## src/rtl/pixel_pkg.sv

```systemverilog
// pixel_pkg: constants and types shared by the pixel_generator front end.
//   DEF_X_SIZE / DEF_Y_SIZE : default frame geometry (pixels per line, lines)
//   COORD_W / FRAC_W        : signed coordinate format (sign + Q2.22)
//   BASE_STEP               : per-pixel step at zoom 0 (3.0 / DEF_X_SIZE, truncated)
//   scan_state_e            : coord_scanner FSM encoding
//   half_size()             : half-frame constants used for the frame origin
//   mul_const()             : constant multiply written as a shift-add chain
package pixel_pkg;

    localparam int DEF_X_SIZE = 1280;
    localparam int DEF_Y_SIZE = 720;
    localparam int DEF_ZOOM_W = 3;
    localparam int COORD_W    = 25;
    localparam int FRAC_W     = 22;

    // 3.0 in Q.22 divided across one line of the default geometry: 9830.
    localparam logic [COORD_W-1:0] BASE_STEP = COORD_W'((3 << FRAC_W) / DEF_X_SIZE);

    typedef enum logic [1:0] {
        LOAD_STEP   = 2'b00,
        LOAD_ORIGIN = 2'b01,
        RUN         = 2'b10
    } scan_state_e;

    function automatic int unsigned half_size(input int unsigned n);
        return n >> 1;
    endfunction

    // Multiply by an elaboration-time constant; each set bit of k contributes
    // one shifted copy of v. Result wraps to COORD_W bits.
    function automatic logic [COORD_W-1:0] mul_const(input logic [COORD_W-1:0] v,
                                                     input int unsigned k);
        logic [COORD_W-1:0] acc;
        acc = '0;
        for (int i = 0; i < 16; i++) begin
            if (k[i]) acc = acc + (v << i);
        end
        return acc;
    endfunction

endpackage

```

## src/rtl/raster_counter.sv

```systemverilog
// raster_counter: x/y raster position counters for coord_scanner.
//   clk, rst_n : clock, asynchronous active-low reset
//   advance    : step to the next pixel (x fastest, wraps to (0,0) after the frame)
//   first      : x == 0 && y == 0
//   last_x     : x == X_SIZE-1
//   last_y     : y == Y_SIZE-1
//   wrap       : current pixel is the last of the frame
module raster_counter #(
    parameter int X_SIZE = 1280,
    parameter int Y_SIZE = 720
) (
    input  logic clk,
    input  logic rst_n,
    input  logic advance,
    output logic first,
    output logic last_x,
    output logic last_y,
    output logic wrap
);

    localparam int XW = (X_SIZE > 1) ? $clog2(X_SIZE) : 1;
    localparam int YW = (Y_SIZE > 1) ? $clog2(Y_SIZE) : 1;
    localparam logic [XW-1:0] X_LAST = XW'(X_SIZE - 1);
    localparam logic [YW-1:0] Y_LAST = YW'(Y_SIZE - 1);

    logic [XW-1:0] x_q, x_d;
    logic [YW-1:0] y_q, y_d;

    assign first  = (x_q == '0) && (y_q == '0);
    assign last_x = (x_q == X_LAST);
    assign last_y = (y_q == Y_LAST);
    assign wrap   = last_x && last_y;

    always_comb begin
        x_d = x_q;
        y_d = y_q;
        if (advance) begin
            if (!last_x) begin
                x_d = x_q + 1'b1;
            end else begin
                x_d = '0;
                y_d = last_y ? '0 : y_q + 1'b1;
            end
        end
    end

    always_ff @(posedge clk or negedge rst_n) begin
        if (!rst_n) begin
            x_q <= '0;
            y_q <= '0;
        end else begin
            x_q <= x_d;
            y_q <= y_d;
        end
    end

endmodule

```

## src/rtl/coord_scanner.sv

```systemverilog
// coord_scanner: raster-order complex-plane point generator feeding the
// fractal iteration engine. One point per pixel, x fastest, screen y downward.
//   aclk, aresetn        : clock, asynchronous active-low reset
//   zoom                 : step = BASE_STEP >> zoom, sampled once per frame
//   x_offset, y_offset   : frame centre (signed), sampled once per frame
//   c_re, c_im           : current point (signed, sign + Q2.22)
//   first/last_x/last_y  : raster position flags for the current point
//   out_valid, out_ready : output handshake
//   frame_count          : frames completed (only with COORD_SCANNER_FRAME_COUNT_EN)
//   dbg_state            : FSM state, for observation only
// Handshake: a point transfers on a rising edge where out_valid && out_ready.
// While out_valid is high and out_ready low, every output holds; out_valid only
// drops after the last point of a frame has transferred.
// Optional build macro: COORD_SCANNER_FRAME_COUNT_EN adds the frame_count port.
module coord_scanner
    import pixel_pkg::*;
#(
    parameter int X_SIZE = DEF_X_SIZE,
    parameter int Y_SIZE = DEF_Y_SIZE,
    parameter int ZOOM_W = DEF_ZOOM_W
) (
    input  logic                      aclk,
    input  logic                      aresetn,
    input  logic [ZOOM_W-1:0]         zoom,
    input  logic [COORD_W-1:0]        x_offset,
    input  logic [COORD_W-1:0]        y_offset,
    output logic [COORD_W-1:0]        c_re,
    output logic [COORD_W-1:0]        c_im,
    output logic                      first,
    output logic                      last_x,
    output logic                      last_y,
    output logic                      out_valid,
    input  logic                      out_ready,
`ifdef COORD_SCANNER_FRAME_COUNT_EN
    output logic [15:0]               frame_count,
`endif
    output logic [1:0]                dbg_state
);

    localparam int unsigned X_HALF = half_size(X_SIZE);
    localparam int unsigned Y_HALF = half_size(Y_SIZE);

    scan_state_e state_q, state_d;
    logic [COORD_W-1:0] step_q, step_d;
    logic [COORD_W-1:0] x_off_q, x_off_d;
    logic [COORD_W-1:0] y_off_q, y_off_d;
    logic [COORD_W-1:0] row_start_q, row_start_d;
    logic [COORD_W-1:0] cur_re_q, cur_re_d;
    logic [COORD_W-1:0] cur_im_q, cur_im_d;
    logic advance;
    logic run;
    logic cnt_first, cnt_last_x, cnt_last_y, cnt_wrap;

    raster_counter #(
        .X_SIZE (X_SIZE),
        .Y_SIZE (Y_SIZE)
    ) u_raster (
        .clk     (aclk),
        .rst_n   (aresetn),
        .advance (advance),
        .first   (cnt_first),
        .last_x  (cnt_last_x),
        .last_y  (cnt_last_y),
        .wrap    (cnt_wrap)
    );

    always_comb begin
        state_d     = state_q;
        step_d      = step_q;
        x_off_d     = x_off_q;
        y_off_d     = y_off_q;
        row_start_d = row_start_q;
        cur_re_d    = cur_re_q;
        cur_im_d    = cur_im_q;
        advance     = 1'b0;
        case (state_q)
            LOAD_STEP: begin
                step_d  = BASE_STEP >> zoom;
                x_off_d = x_offset;
                y_off_d = y_offset;
                state_d = LOAD_ORIGIN;
            end
            LOAD_ORIGIN: begin
                // Top-left pixel: centre minus half a line, plus half a frame
                // upward (imaginary axis points up, screen y points down).
                row_start_d = x_off_q - mul_const(step_q, X_HALF);
                cur_re_d    = row_start_d;
                cur_im_d    = y_off_q + mul_const(step_q, Y_HALF);
                state_d     = RUN;
            end
            RUN: begin
                if (out_ready) begin
                    advance = 1'b1;
                    if (!cnt_last_x) begin
                        cur_re_d = cur_re_q + step_q;
                    end else if (!cnt_wrap) begin
                        cur_re_d = row_start_q;
                        cur_im_d = cur_im_q - step_q;
                    end else begin
                        state_d = LOAD_STEP;
                    end
                end
            end
            default: state_d = LOAD_STEP;
        endcase
    end

    always_ff @(posedge aclk or negedge aresetn) begin
        if (!aresetn) begin
            state_q     <= LOAD_STEP;
            step_q      <= '0;
            x_off_q     <= '0;
            y_off_q     <= '0;
            row_start_q <= '0;
            cur_re_q    <= '0;
            cur_im_q    <= '0;
        end else begin
            state_q     <= state_d;
            step_q      <= step_d;
            x_off_q     <= x_off_d;
            y_off_q     <= y_off_d;
            row_start_q <= row_start_d;
            cur_re_q    <= cur_re_d;
            cur_im_q    <= cur_im_d;
        end
    end

`ifdef COORD_SCANNER_FRAME_COUNT_EN
    logic [15:0] frame_cnt_q;

    always_ff @(posedge aclk or negedge aresetn) begin
        if (!aresetn) begin
            frame_cnt_q <= '0;
        end else if (advance && cnt_wrap) begin
            frame_cnt_q <= frame_cnt_q + 16'd1;
        end
    end

    assign frame_count = frame_cnt_q;
`endif

    // Flags are qualified by RUN so that they read 0 in reset and in the
    // frame bubble, where the counters already sit at (0,0).
    assign run       = (state_q == RUN);
    assign out_valid = run;
    assign first     = run && cnt_first;
    assign last_x    = run && cnt_last_x;
    assign last_y    = run && cnt_last_y;
    assign c_re      = cur_re_q;
    assign c_im      = cur_im_q;
    assign dbg_state = state_q;

endmodule

```

## config.mk

```make
export PLATFORM = sky130hd
export DESIGN_NAME = coord_scanner
export DESIGN_NICKNAME = d
export VERILOG_FILES = /design/src/rtl/pixel_pkg.sv /design/src/rtl/raster_counter.sv /design/src/rtl/coord_scanner.sv
export SDC_FILE = /design/constraint.sdc
export NUM_CORES = 1
export LEC_CHECK = 0
export ABC_AREA = 1
export BUFFER_PORTS_ARGS = -buffer_cell sky130_fd_sc_hd__buf_2
export CORE_ASPECT_RATIO = 1.5
export CORE_MARGIN = 1
export CORE_UTILIZATION = 32
export CTS_CLUSTER_DIAMETER = 40
export DETAILED_ROUTE_END_ITERATION = 6
export MAX_ROUTING_LAYER = met4
export SLEW_MARGIN = 20
export SYNTH_ARGS = -nofsm -noshare
export SYNTH_HDL_FRONTEND = slang
export SYNTH_SLANG_ARGS = --single-unit
```

## constraint.sdc

```tcl
create_clock -name aclk -period 6.03 [get_ports aclk]
set_input_delay 1.206 -clock aclk [delete_from_list [all_inputs] [get_ports aclk]]
set_output_delay 1.206 -clock aclk [all_outputs]
set_load 0.02 [all_outputs]
```

-- Word-level counts from Yosys, hierarchy flattened
Cells that the tools add are included.
- memories kept: 0
- bits in latches: 0
- logic and storage cells: 64
- output and inout port bits: 56
- bits in read-only memories: 0
- register bits: 173
- bits in writable memories: 0
- multiply operators: 0
- div/mod/pow operators: 0
- reductions and logical operators: 13
- muxes and demuxes: 22
- shift operators: 1
- equality and inequality tests: 9
- $lt $le $gt $ge: 0
- $add $sub $neg: 10
- bitwise logic cells: 0
- operators with widths (operator ; count):
    $mux 25 ; 12
    $add 25x25->25 ; 6
    $pmux 25 s2 ; 2
    $sub 25x25->25 ; 2
    $shr 14x3->25 const A ; 1
    $add 11x1->11 const B ; 1
    $eq 11x11->1 const B ; 1
    $logic_not 11->1 ; 1
    $mux 11 ; 1
    $add 10x1->10 const B ; 1
    $eq 10x10->1 const B ; 1
    $logic_not 10->1 ; 1
    $mux 10 ; 1
    $mux 2 ; 3
    $pmux 2 s3 ; 1
    $reduce_and 3->1 ; 2
    $logic_and 1x1->1 ; 5
    $ne 2x1->1 const B ; 2
    $ne 2x2->1 const B ; 2
    $reduce_and 4->1 ; 1
    $ne 3x3->1 const B ; 1
    $eq 2x1->1 const B ; 1
    $eq 2x2->1 const B ; 1
    $logic_not 2->1 ; 1
    other kinds (3) ; 4

-- Logic depth before layout (Yosys ltp)
Gate-level depths: netlist (run 1).
- depth in word-level cells: 10
- mapped depth: 34

-- Hierarchy
Synthesis (run 1) repeated with hierarchy kept, for this count alone.
- cells, all modules: 2085
- area total of the unflattened synthesis: 13575.5 sq um
- modules (own cells, without submodules) (module ; area each (sq um) ; seq. area each (sq um) ; cells each ; times used):
    coord_scanner ; 12239.2 ; 3453.3 ; 1897 ; 1
    raster_counter ; 1336.3 ; 525.5 ; 188 ; 1

-- Least setup slack after synthesis (run 1)
OpenSTA, ideal clock, no wires.
- path kind: flip-flop to flip-flop
- start: register step_q[4]
- end: register cur_im_q[24] (netlist: c_im[24])
- arrival time: 4.904 ns
- cell stages (with the launch flop): 35
- setup slack: 1.009 ns
- period minus slack after synthesis: 5.021 ns
- path buffers: 0
- cell sequence: dfrtp_1 -> ha_1 -> fa_1 -> nand3_1 -> o211ai_1 -> a21oi_1 -> o21bai_1 -> xor2_1 -> inv_1 -> ha_1 -> a21oi_1 -> o21ai_0 -> a21oi_1 -> o21ai_0 -> xor2_1 -> ha_1 -> nand2_1 -> nor2_1 -> nand3_1 -> nand3_1 -> nand2_1 -> nand2_1 -> nand3_1 -> nand2_1 -> xor2_1 -> ha_1 -> nand2_1 -> nor3_1 -> nand3_1 -> nand3_1 -> nand2_1 -> nand3_1 -> nand2_1 -> nand2_1 -> nand2_1
- word-level cells in the longest chain between the ends: 9
- RTL lines (element ; line ; RTL):
    start: declaration ; coord_scanner.sv:44 ; logic [COORD_W-1:0] step_q, step_d;
    start signal: assignment ; coord_scanner.sv:119 ; step_q <= step_d;
    $mux 25 ; coord_scanner.sv:76 ; case (state_q)
    $add 25x25->25 ; pixel_pkg.sv:36 ; if (k[i]) acc = acc + (v << i);
    $mux 25 ; coord_scanner.sv:76 ;
    $add 25x25->25 ; pixel_pkg.sv:36 ;
    $mux 25 ; coord_scanner.sv:76 ;
    $add 25x25->25 ; pixel_pkg.sv:36 ;
    $mux 25 ; coord_scanner.sv:76 ;
    $add 25x25->25 ; coord_scanner.sv:88 ; cur_im_d = y_off_q + mul_const(step_q, Y_HALF);
    $pmux 25 s2 (*) ; coord_scanner.sv:76 ;
    end signal: assignment ; coord_scanner.sv:124 ; cur_im_q <= cur_im_d;
    end: declaration ; coord_scanner.sv:49 ; logic [COORD_W-1:0] cur_im_q, cur_im_d;
Mark *: on every way between the ends. The rest lies on a longest branch, timed or not. The select of a mux whose other input is x is not followed.
A chain may end at the register's enable or synchronous reset.

-- Worst setup path after layout (run 1)
- start: register step_q[6]
- end: register cur_im_q[21] (netlist: c_im[21])
Same word-level chain as after synthesis.

==> flow_summary.json, run 1 <==
{
  "synthSimpleGateAreaFrac_pct": 32.08,
  "fp.dieW_um": 166.9,
  "synth_async_sr_flop_share_pct": 100.0,
  "synth-xor-area-share_pct": 3.625,
  "grt_pass1_vias": 12870,
  "clock-root-buffer": "clkbuf_16",
  "rsz0062_at_grt": "no",
  "maxSlewViolCount": 0,
  "finalCriticalPeriod_ps": 5530,
  "cts_sinks": 159,
  "relSlewSlack_pct": 45.67,
  "final_cell_mix": "nand2_1 (642), inv_1 (219), dfrtp_1 (159)",
  "ant_nets": 0,
  "yosys-top-cells-area": "dfrtp_1 (30%), nand2_1 (18%), ha_1 (11%), inv_1 (6.3%), a21oi_1 (5.7%)",
  "synth_fp_nets": 2110,
  "endpoint": "c_im[21]",
  "worstSetupPathType": "reg -> reg",
  "cts_resized": 0,
  "start_util_pct": 32.46,
  "reg2reg_slack_ps": 500,
  "setup_violations": 0,
  "design.die.area_mm2": 0.04160,
  "io-pin-count": 112,
  "ys.flop_type": "dfrtp_1",
  "peakVddDrop_mv": 0.1698,
  "crit_start": "step_q[6]",
  "layout_commonest_cell": "nand2_1",
  "synth_fa_ha_area_share_pct": 12.01,
  "worst_setup_path_end_kind": "flip-flop",
  "path_max_fanout": 9,
  "worstMarginPinSlew_ps": 811.9,
  "cts_buffers": 17,
  "grt_pass1_wl_mm": 68.33,
  "cp.arrival_ps": 5880,
  "place_congestion": 0.9200,
  "rr_endpoint": "c_im[21]",
  "num_antenna_cells": 0,
  "synthMuxAreaShare_pct": 0,
  "clk_pin_slew_ps": 70,
  "num_rows": 90,
  "synth_cell_type_count": 51,
  "fp.dieH_um": 249.3,
  "grt_antenna_before_repair": 0,
  "vias": 12850,
  "dp_hpwl_mm": 33.68,
  "timing.rr.start": "step_q[6]",
  "critPathRequiredTime_ps": 6370,
  "cts_buffer_depth": 2,
  "wl_per_cell_um": 16.72,
  "core_area_mm2": 0.04020,
  "synth_top_family_by_area": "simple AND/OR/NAND/NOR gates",
  "syn-mean-instance-area_um2": 6.750,
  "ys_ff_latch": 159,
  "hold_viol_final": 0,
  "io_buffers": 111,
  "worst_skew_pair.late_latency_ps": 460,
  "p_per_area_mw_per_mm2": 294.1,
  "htreeDepth": 4,
  "synth-compound-area-share_pct": 13.83,
  "finalNetCount": 2217,
  "syn2layout_area_growth_pct": 13.53,
  "vias_per_cell": 5.021,
  "startpoint_type": "flip-flop",
  "cap_violations": 0,
  "slowest_stage": "dfrtp_1",
  "drtPass1Iterations": 5,
  "first_iter_violations": 830,
  "fmax_mhz": 180.8,
  "syn_inst": 1933,
  "grtUsageTotal_pct": 21.76,
  "min_delay_path_depth": 2,
  "tns_ps": 0,
  "grt_max_degree": 75,
  "hold_class": "reg -> reg",
  "seq_area_frac_synth_pct": 30.49,
  "hold_ws_ps": 479.7,
  "postCtsSetupBuffers": 0,
  "grt-ovfl-total": 0,
  "cts_tree": "built",
  "cpMostUsedCell": "nand2_1",
  "ys_warn_count": 0,
  "max_stage_delay_ps": 380,
  "syn_area_mm2": 0.01305,
  "drc_errors": 0,
  "r2r_cells": 33,
  "leakage_nw": 7.610,
  "fin_crit_sh_pct": 91.71,
  "yosys.area.top_type": "dfrtp_1",
  "ctsHoldBuffers": 0,
  "drive_gt1_share_pct": 9.157,
  "synth_top_area_share_pct": 30.49,
  "synth_edf_count": 0,
  "wirelength_mm": 42.80,
  "finClkSkew_ps": 16.74,
  "status": "finished, final reports clean"
}
[worst min-delay path by stage]
stage / from / end / slack (ps)
after CTS: row_start_q[11] / row_start_q[11] / 480
after global routing: y_off_q[1] / y_off_q[1] / 500
after global placement: x_off_q[5] / row_start_q[5] / 460
after floorplan: y_off_q[0] / y_off_q[0] / 440
final: y_off_q[1] / y_off_q[1] / 480
after detailed placement: y_off_q[22] / y_off_q[22] / 470
[flip-flops by register name (all words and copies together) (netlist names), 10 cells and up]
name / count
c_im: 25
c_re: 25
row_start_q: 25
x_off_q: 25
y_off_q: 25
step_q: 11
u_raster.x_q: 11
u_raster.y_q: 10
[where the power goes]
group	internal [mW]	switching [mW]	total (mW)
clock	0.628	0.528	1.16
combinational	0.639	1.18	1.82
sequential	1.21	0.176	1.38
[cell usage after synthesis (all sizes together) (13+ instances only)]
master and number:
nor3 19, a21oi 149, nand3b 14, xor2 41
clkbuf 18, ha 114, nor2 139, o21ai 139
nand4 28, xnor2 13, buf 22, dfrtp 159
nand2 644, nand3 132, inv 226
[critical path: cells and delay by family, from the launching register on]
kind	cells	cell delay (ps)
adders and majority gates	4	1370
DFF	1	380
and+or+nand+nor	14	1400
AOI/OAI and AO/OA	8	1230
buffers and inverters	4	490
xor gates and xnor gates	3	560
[cell families after synthesis]
kind of cell,Yosys count
adder cells (fa/ha/maj),121
AND/OR/NAND/NOR,997
buffers and inverters,267
XOR/XNOR,54
AO/OA/AOI/OAI,335
flip-flops,159
[per-layer routing]
| metal | GRT usage, % | part of all wire, % |
|---|---|---|
| met5 | - | 0 |
| met2 | 39.06 | 52 |
| met4 | 9.312 | 4.0 |
| met3 | 2.669 | 3.4 |
| met1 | 24.00 | 41 |
[per-stage QoR]
step           area (µm²)  util, %  total power, mW  std cells  setup slack [ps]
4_1_cts             14790    36.79            4.382       2559             256.1
2_1_floorplan       13050        -            2.657       1933              1009
3_5_place_dp        14180    35.28            3.209       2527             288.5
6_report            14810    36.85            4.356       2559             499.7
3_3_place_gp        14180    35.28            3.198       2527             401.3
5_1_grt             14810    36.85            4.682       2559             2.198
[final cells by class]
cell class	instances	area, µm²
sequential	159	3979
multi-input combinational	1507	8054
timing repair buffer	128	689.4
inverter	227	852.1
fill	4331	25390
clock buffer	18	429.2
tap	506	633.1
clock inverter	14	176.4
No activity file was read; power rests on OpenSTA's default activity.
==> run 2: changes to the inputs <==
--- a/constraint.sdc
+++ b/constraint.sdc
@@ -3,2 +3,2 @@
 set_output_delay 1.206 -clock aclk [all_outputs]
-set_load 0.02 [all_outputs]
+set_load 0.005 [all_outputs]
==> flow_summary.json, run 2 (same netlist as run 1, synthesis figures left out) <==
{
  "num_rows": 90,
  "syn2layout_area_growth_pct": 13.98,
  "core_area_mm2": 0.04020,
  "ant_nets": 0,
  "grt_pass1_vias": 13030,
  "wl_per_cell_um": 16.60,
  "worst_skew_pair.late_latency_ps": 460,
  "drtPass1Iterations": 5,
  "place_congestion": 0.9354,
  "design.die.area_mm2": 0.04160,
  "cts_buffer_depth": 2,
  "dp_hpwl_mm": 33.65,
  "hold_viol_final": 0,
  "timing.rr.start": "step_q[5]",
  "startpoint_type": "flip-flop",
  "relSlewSlack_pct": 43.04,
  "layout_setup_ws_ps": 468.3,
  "slowest_stage": "dfrtp_1",
  "cap_violations": 0,
  "fin_crit_sh_pct": 92.23,
  "use_met3_pct": 2.304,
  "cpMostUsedCell": "nand2_1",
  "io-pin-count": 112,
  "final_cell_mix": "nand2_1 (642), inv_1 (219), dfrtp_1 (159)",
  "reg2reg_slack_ps": 470,
  "finalCriticalPeriod_ps": 5562,
  "power_mw": 4.278,
  "worstSetupPathType": "reg -> reg",
  "setup_violations": 0,
  "hold_end": "y_off_q[1]",
  "fillCellCount": 4333,
  "vias_per_cell": 5.063,
  "first_iter_violations": 728,
  "crit_buf_inv": 2,
  "cts_sinks": 159,
  "min_delay_path_depth": 2,
  "pre_cts_ws_ps": 253.6,
  "cp.arrival_ps": 5960,
  "finish.utilization_pct": 36.99,
  "r2r_cells": 33,
  "fmax_mhz": 179.8,
  "vias": 12970,
  "maxSlewViolCount": 0,
  "hold_class": "reg -> reg",
  "p_per_area_mw_per_mm2": 287.7,
  "io_buffers": 111,
  "grt_antenna_before_repair": 0,
  "regArea_mm2": 0.003979,
  "grt-ovfl-total": 0,
  "wirelength_mm": 42.52,
  "crit_family": "compound AO/OA/AOI/OAI gates",
  "status": "finished, final reports clean",
  "leakage_nw": 7.634,
  "grt_max_degree": 87,
  "rr_endpoint": "c_im[22]",
  "drive_gt1_share_pct": 9.538,
  "use_met2_pct": 39.21,
  "cts_tree": "built",
  "critPathRequiredTime_ps": 6430,
  "hold_start": "y_off_q[1]",
  "peakVddDrop_mv": 0.1565,
  "fp.dieW_um": 166.9,
  "finalNetCount": 2219,
  "worst_setup_path_end_kind": "flip-flop",
  "drc_errors": 0,
  "grtUsageTotal_pct": 21.68,
  "grt_pass1_wl_mm": 68.50,
  "fp.dieH_um": 249.3,
  "htreeDepth": 4,
  "start_util_pct": 32.46,
  "clock-root-buffer": "clkbuf_16",
  "path_max_fanout": 7,
  "grt.busiest_layer": "met2",
  "multi_input_area_mm2": 0.008070,
  "use_met1_pct": 23.61,
  "layout_commonest_cell": "nand2_1",
  "worstMarginPinSlew_ps": 854.4,
  "finClkSkew_ps": 10.83,
  "cts_buffers": 17,
  "clk_pin_slew_ps": 70,
  "max_stage_delay_ps": 470,
  "num_antenna_cells": 0
}
[run 2: power breakdown]
group	total, mW	switching [mW]	leakage, nW	internal (mW)
Sequential	1.39	0.177	1.64	1.21
Clock	1.19	0.514	0.309	0.678
Combinational	1.70	1.06	5.68	0.643
[run 2: cell type report]
type / instances / area share [%]
repair buffers: 130 / 4.737
multi-input cells: 1507 / 54.27
inverters: 227 / 5.729
flip-flops and latches: 159 / 26.75
clock inverters: 14 / 1.304
clock buffers: 18 / 2.953
well taps: 506 / 4.257
[run 2: how the worst max path moves through the flow]
| stage | start | cells past startpoint | slack (ps) | to |
|---|---|---|---|---|
| floorplan | step_q[4] | 34 | 1010 | c_im[24] |
| global placement | step_q[6] | 31 | 350 | c_im[21] |
| detailed placement | step_q[6] | 31 | 250 | c_im[21] |
| CTS | step_q[6] | 31 | 230 | c_im[21] |
| global route | step_q[6] | 33 | -3 | c_im[21] |
| finish | step_q[5] | 33 | 470 | c_im[22] |
[run 2: timing repair]
item                                    in CTS  in global routing
endpoints found under the setup margin       0                  5
setup buffers                                0                  1
resized for setup                            0                 13
hold buffers                                 0                  0
[run 2: tightest hold or removal path, stage by stage, from the launching register on]
cell and delay, ps:
dfrtp_1 340, nand2_1 50, nand2_1 50
[run 2: metrics by stage]
step | hold slack [ps] | TNS [ps] | instances | area [µm²]
6_report | 473.9 | 0 | 2561 | 14870
5_1_grt | 490.8 | -3.201 | 2561 | 14870
4_1_cts | 475.3 | 0 | 2560 | 14830
3_5_place_dp | 458.9 | 0 | 2528 | 14190
3_3_place_gp | 459.2 | 0 | 2528 | 14190
2_1_floorplan | 442.2 | 0 | 1933 | 13050
[run 2: metal layers]
layer	vias to the layer above	part of all wire (%)
li1	6528	-
met1	6082	41
met2	274	52
met3	82	3.0
met4	0	4.2
met5	-	0
==> run 3: changes to the inputs <==
PLACE_DENSITY_LB_ADDON = 0.1   (was unset)
==> flow_summary.json, run 3 (same netlist as run 1, synthesis figures left out) <==
{
  "status": "finished, final reports clean",
  "timing.rr.start": "step_q[4]",
  "fin_crit_sh_pct": 91.97,
  "worst_skew_pair.late_latency_ps": 460,
  "dp_hpwl_mm": 35.19,
  "io_buffers": 111,
  "wl_per_cell_um": 17.39,
  "cap_violations": 0,
  "place_congestion": 0.9186,
  "dp_cells": 2530,
  "clk_pin_slew_ps": 80,
  "cts_tree": "built",
  "maxSlewViolCount": 0,
  "peakVddDrop_mv": 0.1511,
  "grt_pass1_vias": 12660,
  "hold_viol_final": 0,
  "drc_errors": 0,
  "syn2layout_area_growth_pct": 14.26,
  "num_rows": 90,
  "fp.dieH_um": 249.3,
  "ant_nets": 0,
  "leakage_nw": 7.647,
  "worst_setup_path_end_kind": "flip-flop",
  "core_area_mm2": 0.04020,
  "rsz0062_at_grt": "yes",
  "first_iter_violations": 635,
  "start_util_pct": 32.46,
  "wirelength_mm": 44.60,
  "r2r_cells": 27,
  "layout_commonest_cell": "nand2_1",
  "setup_violations": 0,
  "grtUsageTotal_pct": 22.37,
  "grt_antenna_before_repair": 0,
  "grt_max_degree": 80,
  "startpoint_type": "flip-flop",
  "drtPass1Iterations": 5,
  "design.die.area_mm2": 0.04160,
  "ctsHoldBuffers": 0,
  "layout_setup_ws_ps": 484.0,
  "stdcell_count": 2565,
  "vias_per_cell": 5.027,
  "cts_buffers": 17,
  "clock-root-buffer": "clkbuf_16",
  "cp.arrival_ps": 5890,
  "hold_ws_ps": 481.8,
  "min_delay_path_depth": 2,
  "hold_class": "reg -> reg",
  "hold_start": "y_off_q[1]",
  "relSlewSlack_pct": 40.39,
  "io-pin-count": 112,
  "worstMarginPinSlew_ps": 890.8,
  "critPathRequiredTime_ps": 6380,
  "drive_gt1_share_pct": 9.859,
  "worstSetupPathType": "reg -> reg",
  "cts_sinks": 159,
  "vias": 12900,
  "final_cell_mix": "nand2_1 (641), inv_1 (219), dfrtp_1 (159)",
  "finalCriticalPeriod_ps": 5546,
  "path_max_fanout": 5,
  "htreeDepth": 4,
  "tns_ps": 0,
  "pre_cts_ws_ps": 214.0,
  "finalNetCount": 2223,
  "cts_buffer_depth": 2,
  "p_per_area_mw_per_mm2": 285.9,
  "finClkSkew_ps": 12.49,
  "num_antenna_cells": 0,
  "grt_pass1_wl_mm": 69.41,
  "crit_start": "step_q[4]",
  "grt-ovfl-total": 0,
  "fp.dieW_um": 166.9,
  "fmax_mhz": 180.3
}
==> run 3: path summary, 6_finish.rpt <==
path / endpoint / slack, ps
worst max-delay path: c_im[16] / 480
worst max register to register: c_im[16] / 480
worst min-delay path: y_off_q[1] / 480
min in group asynchronous: c_re[20] / 800
worst min register to register: y_off_q[1] / 480
max in group asynchronous: y_off_q[7] / 4110
==> run 3: cell type report <==
class / instances / area, µm²
clock inverters: 15 / 181.4
inverters: 227 / 852.1
well taps: 506 / 633.1
repair buffers: 134 / 734.5
flip-flops and latches: 159 / 3979
clock buffers: 17 / 425.4
fillers: 4389 / 25290
multi-input cells: 1507 / 8103
==> run 3: power by group <==
part | total (mW) | switching [mW] | internal (mW)
Clock | 1.15 | 0.586 | 0.566
Combinational | 1.73 | 1.08 | 0.642
Sequential | 1.38 | 0.176 | 1.21
==> run 3: timing repair <==
item,in CTS,in global routing
resized for setup,0,18
endpoints found under the setup margin,0,7
setup buffers,0,3
==> run 3: metrics by stage <==
step | utilization (%) | instance area (µm²) | power [mW]
global route | 37.08 | 14910 | 4.595
finish | 37.08 | 14910 | 4.262
CTS | 36.86 | 14820 | 4.288
detailed placement | 35.35 | 14210 | 3.110
floorplan | - | 13050 | 2.537
global placement | 35.35 | 14210 | 3.106
==> run 3: layer usage <==
layer	track usage (%)	routed length [µm]	vias up
met5	-	0	-
met1	24.69	18340	6005
met2	40.11	23230	265
met3	2.399	1195	79
li1	-	-	6546
met4	10.21	1838	0
==> run 3: worst max-delay path, stage by stage (launching register included) <==
cell and delay [ps]:
dfrtp_1 380, ha_1 230, fa_1 410, nand3_1 100, o211ai_1 150, xor2_1 240, inv_1 70, ha_1 330
a21oi_1 210, o21a_1 150, o31ai_1 80, xnor2_1 150, inv_1 60, ha_1 340, nand2_1 90, o21ai_0 290
a21oi_1 110, o21ai_0 220, xor2_1 230, ha_1 350, a21oi_1 210, o21a_1 220, o21ai_0 140, nand2b_1 200
nor2_1 220, o21ai_0 130, nand2_1 70, nand2_1 50
